==> src/rtl/pwr_activity_counter.sv <==
// ============================================================================
// Module      : pwr_activity_counter
// Description : Switching-activity monitor. Counts probe transitions into a
//               saturating total and offers a snapshot/ack readout.
//               Optional macro ACT_BOTH_EDGES_EN: count both 0->1 and 1->0
//               transitions (default: rising transitions only).
// Revision    : 1.0 - initial release
// ============================================================================
`default_nettype none

module pwr_activity_counter #(
    parameter int N_PROBES = 4,
    parameter int CNT_W    = 16
) (
    input  logic                C,
    input  logic                R,
    input  logic [N_PROBES-1:0] probe,
    input  logic                start,
    input  logic                stop,
    input  logic                clear,
    input  logic                snap_req,
    input  logic                snap_ack,
    output logic [CNT_W-1:0]    total,
    output logic                sat,
    output logic                busy,
    output logic                snap_valid,
    output logic [CNT_W-1:0]    snap_count
);

    localparam int N_W = $clog2(N_PROBES + 1);

    typedef enum logic [1:0] {
        ST_IDLE = 2'd0,
        ST_RUN  = 2'd1,
        ST_SAT  = 2'd2
    } state_t;

    state_t                r_state;
    state_t                w_state_nxt;
    logic [N_PROBES-1:0]   r_p_q;
    logic [CNT_W-1:0]      r_total;
    logic [CNT_W-1:0]      w_total_nxt;
    logic                  r_sat;
    logic                  r_busy;
    logic                  r_snap_valid;
    logic [CNT_W-1:0]      r_snap_count;

    logic [N_PROBES-1:0]   w_edges;
    logic [N_W-1:0]        w_n;
    logic [CNT_W:0]        w_sum;
    logic                  w_ovf;

    // ------------------------------------------------------------------------
    // Edge detection and population count
    // ------------------------------------------------------------------------
`ifdef ACT_BOTH_EDGES_EN
    assign w_edges = probe ^ r_p_q;
`else
    assign w_edges = probe & ~r_p_q;
`endif

    always_comb begin
        w_n = '0;
        for (int i = 0; i < N_PROBES; i++) begin
            w_n = w_n + N_W'(w_edges[i]);
        end
    end

    // One extra bit so overflow is visible before truncation.
    assign w_sum = {1'b0, r_total} + (CNT_W + 1)'(w_n);
    assign w_ovf = w_sum[CNT_W];

    // ------------------------------------------------------------------------
    // State register
    // ------------------------------------------------------------------------
    always_ff @(posedge C or posedge R) begin
        if (R) begin
            r_state <= ST_IDLE;
            r_p_q   <= '0;
            r_total <= '0;
            r_sat   <= 1'b0;
            r_busy  <= 1'b0;
        end else begin
            r_state <= w_state_nxt;
            r_p_q   <= probe;
            r_total <= w_total_nxt;
            r_sat   <= (w_state_nxt == ST_SAT);
            r_busy  <= (w_state_nxt != ST_IDLE);
        end
    end

    // ------------------------------------------------------------------------
    // Next-state and accumulator logic; clear beats accumulation everywhere
    // ------------------------------------------------------------------------
    always_comb begin
        w_state_nxt = r_state;
        w_total_nxt = r_total;
        case (r_state)
            ST_IDLE: begin
                if (clear) begin
                    w_total_nxt = '0;
                end
                if (start && !stop) begin
                    w_state_nxt = ST_RUN;
                end
            end
            ST_RUN: begin
                if (clear) begin
                    w_total_nxt = '0;
                    if (stop) begin
                        w_state_nxt = ST_IDLE;
                    end
                end else if (w_ovf) begin
                    w_total_nxt = '1;
                    w_state_nxt = ST_SAT;
                end else begin
                    w_total_nxt = w_sum[CNT_W-1:0];
                    if (stop) begin
                        w_state_nxt = ST_IDLE;
                    end
                end
            end
            ST_SAT: begin
                if (clear) begin
                    w_total_nxt = '0;
                    w_state_nxt = ST_IDLE;
                end
            end
            default: begin
                w_total_nxt = '0;
                w_state_nxt = ST_IDLE;
            end
        endcase
    end

    // ------------------------------------------------------------------------
    // Snapshot handshake: ack wins over a concurrent request
    // ------------------------------------------------------------------------
    always_ff @(posedge C or posedge R) begin
        if (R) begin
            r_snap_valid <= 1'b0;
            r_snap_count <= '0;
        end else if (r_snap_valid) begin
            if (snap_ack) begin
                r_snap_valid <= 1'b0;
            end
        end else if (snap_req) begin
            r_snap_valid <= 1'b1;
            r_snap_count <= r_total;
        end
    end

    assign total      = r_total;
    assign sat        = r_sat;
    assign busy       = r_busy;
    assign snap_valid = r_snap_valid;
    assign snap_count = r_snap_count;

endmodule

`default_nettype wire

==> config.mk <==
export PLATFORM = sky130hd
export DESIGN_NAME = pwr_activity_counter
export DESIGN_NICKNAME = d
export VERILOG_FILES = /design/src/rtl/pwr_activity_counter.sv
export SDC_FILE = /design/constraint.sdc
export NUM_CORES = 1
export LEC_CHECK = 0
export ABC_CLOCK_PERIOD_IN_PS = 5280
export CELL_PAD_IN_SITES_DETAIL_PLACEMENT = 0
export CELL_PAD_IN_SITES_GLOBAL_PLACEMENT = 1
export CORE_UTILIZATION = 28
export DETAILED_ROUTE_END_ITERATION = 12
export GPL_TIMING_DRIVEN = 0
export PLACE_DENSITY = 0.64
export SYNTH_ARGS = -nofsm -noshare
export SYNTH_HDL_FRONTEND = slang
export SYNTH_SLANG_ARGS = --single-unit
==> constraint.sdc <==
create_clock -name C -period 5.28 [get_ports C]
set_input_delay 0.528 -clock C [delete_from_list [all_inputs] [get_ports C]]
set_output_delay 0.528 -clock C [all_outputs]
set_load 0.02 [all_outputs]
==> impl_summary.md <==
Run status
The flow ran to the end, and the final reports show no timing, DRC or antenna violations.

Hold path
The number of instances on the worst hold path is 1. The path class of the lowest-slack min-delay path is flop to flop.

Timing
The number of slew-limit violations in the final report is 0. The hold slack is 0.492 ns. Derived from the worst setup path, the maximum achievable clock frequency is just under 300 MHz. For the pin with the worst max-slew slack, the measured transition is 0.657 ns. The final setup skew is roughly 0.0041 ns. Setup repair after global routing left no endpoint under its margin.

The final-report hold violation count is 0. The summed negative setup slack over all endpoints is 0 ns. The worst slew slack as a fraction of its limit is 0.562. Setup violations remaining at the end of the flow were counted as 0. The final critical-path share of the clock period is 0.639. The worst path in the final design needs a cycle of ~3.4 ns, including I/O delays and setup.

CTS
In this run, post-CTS repair resized a total of 0 instances. The count of hold-fix buffers inserted at cts is 0. The H-tree was split into 2 levels.

The cell sitting at the root of the clock tree is a clkbuf_8. The post-CTS setup buffer count is 0. The number of buffers on the longest clock path is 2. The CTS clock-pin slew for the worst setup and hold paths is ~0.080 ns.

The TritonCTS sink count is 41. Clock latency on the worst-skew pair, taken at its later pin, is around 0.29 ns. The total CTS buffers is 5. The CTS tree is done.

Yosys
The share of the Yosys chip area taken by registers is 0.509. The share of synthesized area in the top cell type comes to 0.509. By area the synthesized netlist is led by dfrtp_1 (51%), mux2_2 (8.9%), fa_1 (3.0%). The number of instances in the synthesized netlist is between 150 and 200. The netlist uses a little over 40 different library cells.

For this run, asynchronously set or reset flops after synthesis account for 1.00. Yosys printed 0 warnings. The number of enable-type register cells in the synthesized netlist is 0. The synthesized design contains 41 register bits. The net count of the mapped netlist is 200.

The area of the mapped netlist is between 2000 and 2500 µm². The largest area contributor in the netlist is dfrtp_1. The synthesized area divided by synthesized cell count is 10.9 µm². In the synthesized netlist the dominant register cell turns out to be dfrtp_1.

Floorplanning
The die extent in y is ~87 µm. The horizontal die dimension is slightly below 90 µm. The floorplan has 30 rows. The placeable core region is 6870 µm². The initial utilization of the core area, before any placement, comes to 0.293. The full die area is ~7500 µm². During I/O placement, the number of pins put on the boundary was between 40 and 50.

Placed design
The detailed placer's ending HPWL is roughly 3400 µm. The number of port buffers is 45. Routability-driven placement finished with a final weighted congestion of between 0.8 and 0.9. The area after detailed placement is 2610 µm².

Detailed routing
After detailed routing, the number of vias per cell comes to 4.93. For this run, the detailed router's first-pass iteration total came to 4. The via total after detailed routing is roughly 1700. The wire length reported by the detailed router is roughly 4900 µm. In the final routed layout, each cell accounts on average for ~15 µm.

The count of routing violations after the opening detailed-route iteration is 100. The post-route antenna net violation count is 0. The remaining routing DRC violations is 0.

Worst setup path
The nature of the critical path endpoint is a flop. The worst stage delay on the critical path is between 0.5 and 0.6 ns. The data arrival time of the critical path is between 3 and 4 ns. The critical path's slowest cell is or4_1. Measured in cells, the most critical reg-to-reg path has a length of 10. The critical path goes through clkdlybuf4s50_1 > nand2b_1 > fa_1 > fa_1 > inv_1 > fa_1 > nand3_1 > or4_1 > buf_2 > o21ai_0 > a22o_1.

STA classifies the critical path startpoint as an input port. At the worst endpoint, the required time is between 5 and 6 ns. The kind of critical path is input port to flop. Along the worst path, the maximum fanout reaches 8. The cell repeated most along the worst path is fa_1.

Layout
The final layout contains roughly 250 nets. The layout has roughly 700 filler cells. The fraction of final layout cells with drive strength greater than 1 is 0.134.

Once layout is complete, the utilization of the core stands at 0.397. The area occupied by multi-input gates is 918 µm². Registers take 1030 µm².

0 antenna diodes ended up in the layout. Relative to the synthesized area, the layout overhead comes to 35.5%. After routing the design area is 2730 µm².

Pwr
The maximum resistive drop on vdd is 162 µV. The leakage power total is 0.00116 µW. For this design the ratio of total power to cell area is around 250 nW/µm². Overall power consumption after layout is estimated at between 600 and 700 µW.

Global route
The final global-route overflow total is 0. The pin count of the biggest net entering global routing is 23. The initial antenna violation count was 0.

The global-route usage over all layers is 0.144. The wire length of the first global-routing pass is about 8000 µm. The number of global-route vias before repair is 1549.

Flow run
The tool flagged a number of max-cap violations equal to 0.
## cell type report
| cell class | instances | area share |
|---|---|---|
| clock buffer | 7 | 0.0316 |
| sequential | 41 | 0.376 |
| timing repair buffer | 46 | 0.175 |
| tap | 96 | 0.0440 |
| buffer | 8 | 0.0119 |
| multi-input combinational | 126 | 0.337 |
| inverter | 10 | 0.0138 |
| clock inverter | 1 | 0.0110 |
## flip-flops by register name, summed over array words and instances, names as in the netlist
signal	count
total	16
snap_valid	1
sat	1
snap_count	16
r_p_q	4
r_state	2
busy	1
## power by group
| group | switching (µW) | internal (µW) |
|---|---|---|
| clock network | 112 | 154 |
| registers | 6.24 | 322 |
| logic | 44.8 | 38.9 |
## kinds of logic (layout without fill, tap and decap cells)
kind of cell	Yosys count	in the layout	share of synthesized area
multiplexers	16	16	0.0894
adder cells (fa/ha/maj)	4	4	0.0360
buffers and inverters	18	72	0.0348
AO/OA/AOI/OAI	47	47	0.156
flip-flops	41	41	0.509
AND/OR/NAND/NOR	59	59	0.175
## metal layers
layer | vias to the layer above | global-route usage | wire length [µm]
met5 | - | 0 | 0
met4 | 0 | 0.0364 | 36
met3 | 5 | 0.0352 | 317
met2 | 52 | 0.220 | 2190
met1 | 802 | 0.205 | 2380
li1 | 792 | - | -
## cells in the mapped netlist (all sizes together) (2+ instances only)
cell type	count
dfrtp	41
mux2	16
nand2	13
o21ai	11
a21oi	10
inv	10
nand3	7
clkbuf	6
nand2b	6
nor2	6
a22o	5
nand4	5
a21o	4
or4	4
and4	3
fa	3
nor4	3
a211oi	2
and2	2
buf	2
nor2b	2
nor3b	2
o2111ai	2
o211ai	2
o22ai	2
o2bb2ai	2
o31ai	2
or3b	2
## worst max-delay path: cells and delay by family
family,cells,cell delay (ns)
AO/OA/AOI/OAI,2,0.26
AND/OR/NAND/NOR,3,0.83
adder cells (fa/ha/maj),3,1.22
buffers and inverters,3,0.75
## stage by stage
stage | std cells | setup WS [ns]
floorplan | 185 | 2.35
global placement | 326 | 1.59
detailed placement | 327 | 1.59
CTS | 335 | 1.90
global route | 335 | 1.69
finish | 335 | 1.91
## worst paths after layout
path | startpoint | endpoint | slack [ns]
worst max-delay path | probe[0] | total[7] | 1.91
worst min-delay path | snap_valid | snap_valid | 0.49
worst max register to register | r_p_q[0] | total[7] | 2.19
worst min register to register | snap_valid | snap_valid | 0.49
max in group asynchronous | R | total[13] | 4.24
min in group asynchronous | R | snap_count[5] | 0.57
## placed cells by master, fill, tap and decap left out, types with 2 or more instances in the layout
master	n
fa_1	3
a21oi_1	10
clkdlybuf4s50_1	45
nand2_1	13
o21ai_0	11
inv_1	9
buf_2	2
o31ai_1	2
nor2_1	6
and4_1	3
clkbuf_1	7
nand2b_1	6
o2bb2ai_1	2
mux2_2	16
o211ai_1	2
dfrtp_1	41
nand4_1	4
clkbuf_8	6
nor4_2	2
a21o_1	4
nor3b_1	2
nor2b_1	2
a211oi_1	2
and2_1	2
nand3_1	7
or4_1	4
a22o_1	5
o2111ai_1	2
o22ai_1	2
Note: power is estimated with default switching activity, not from simulation.
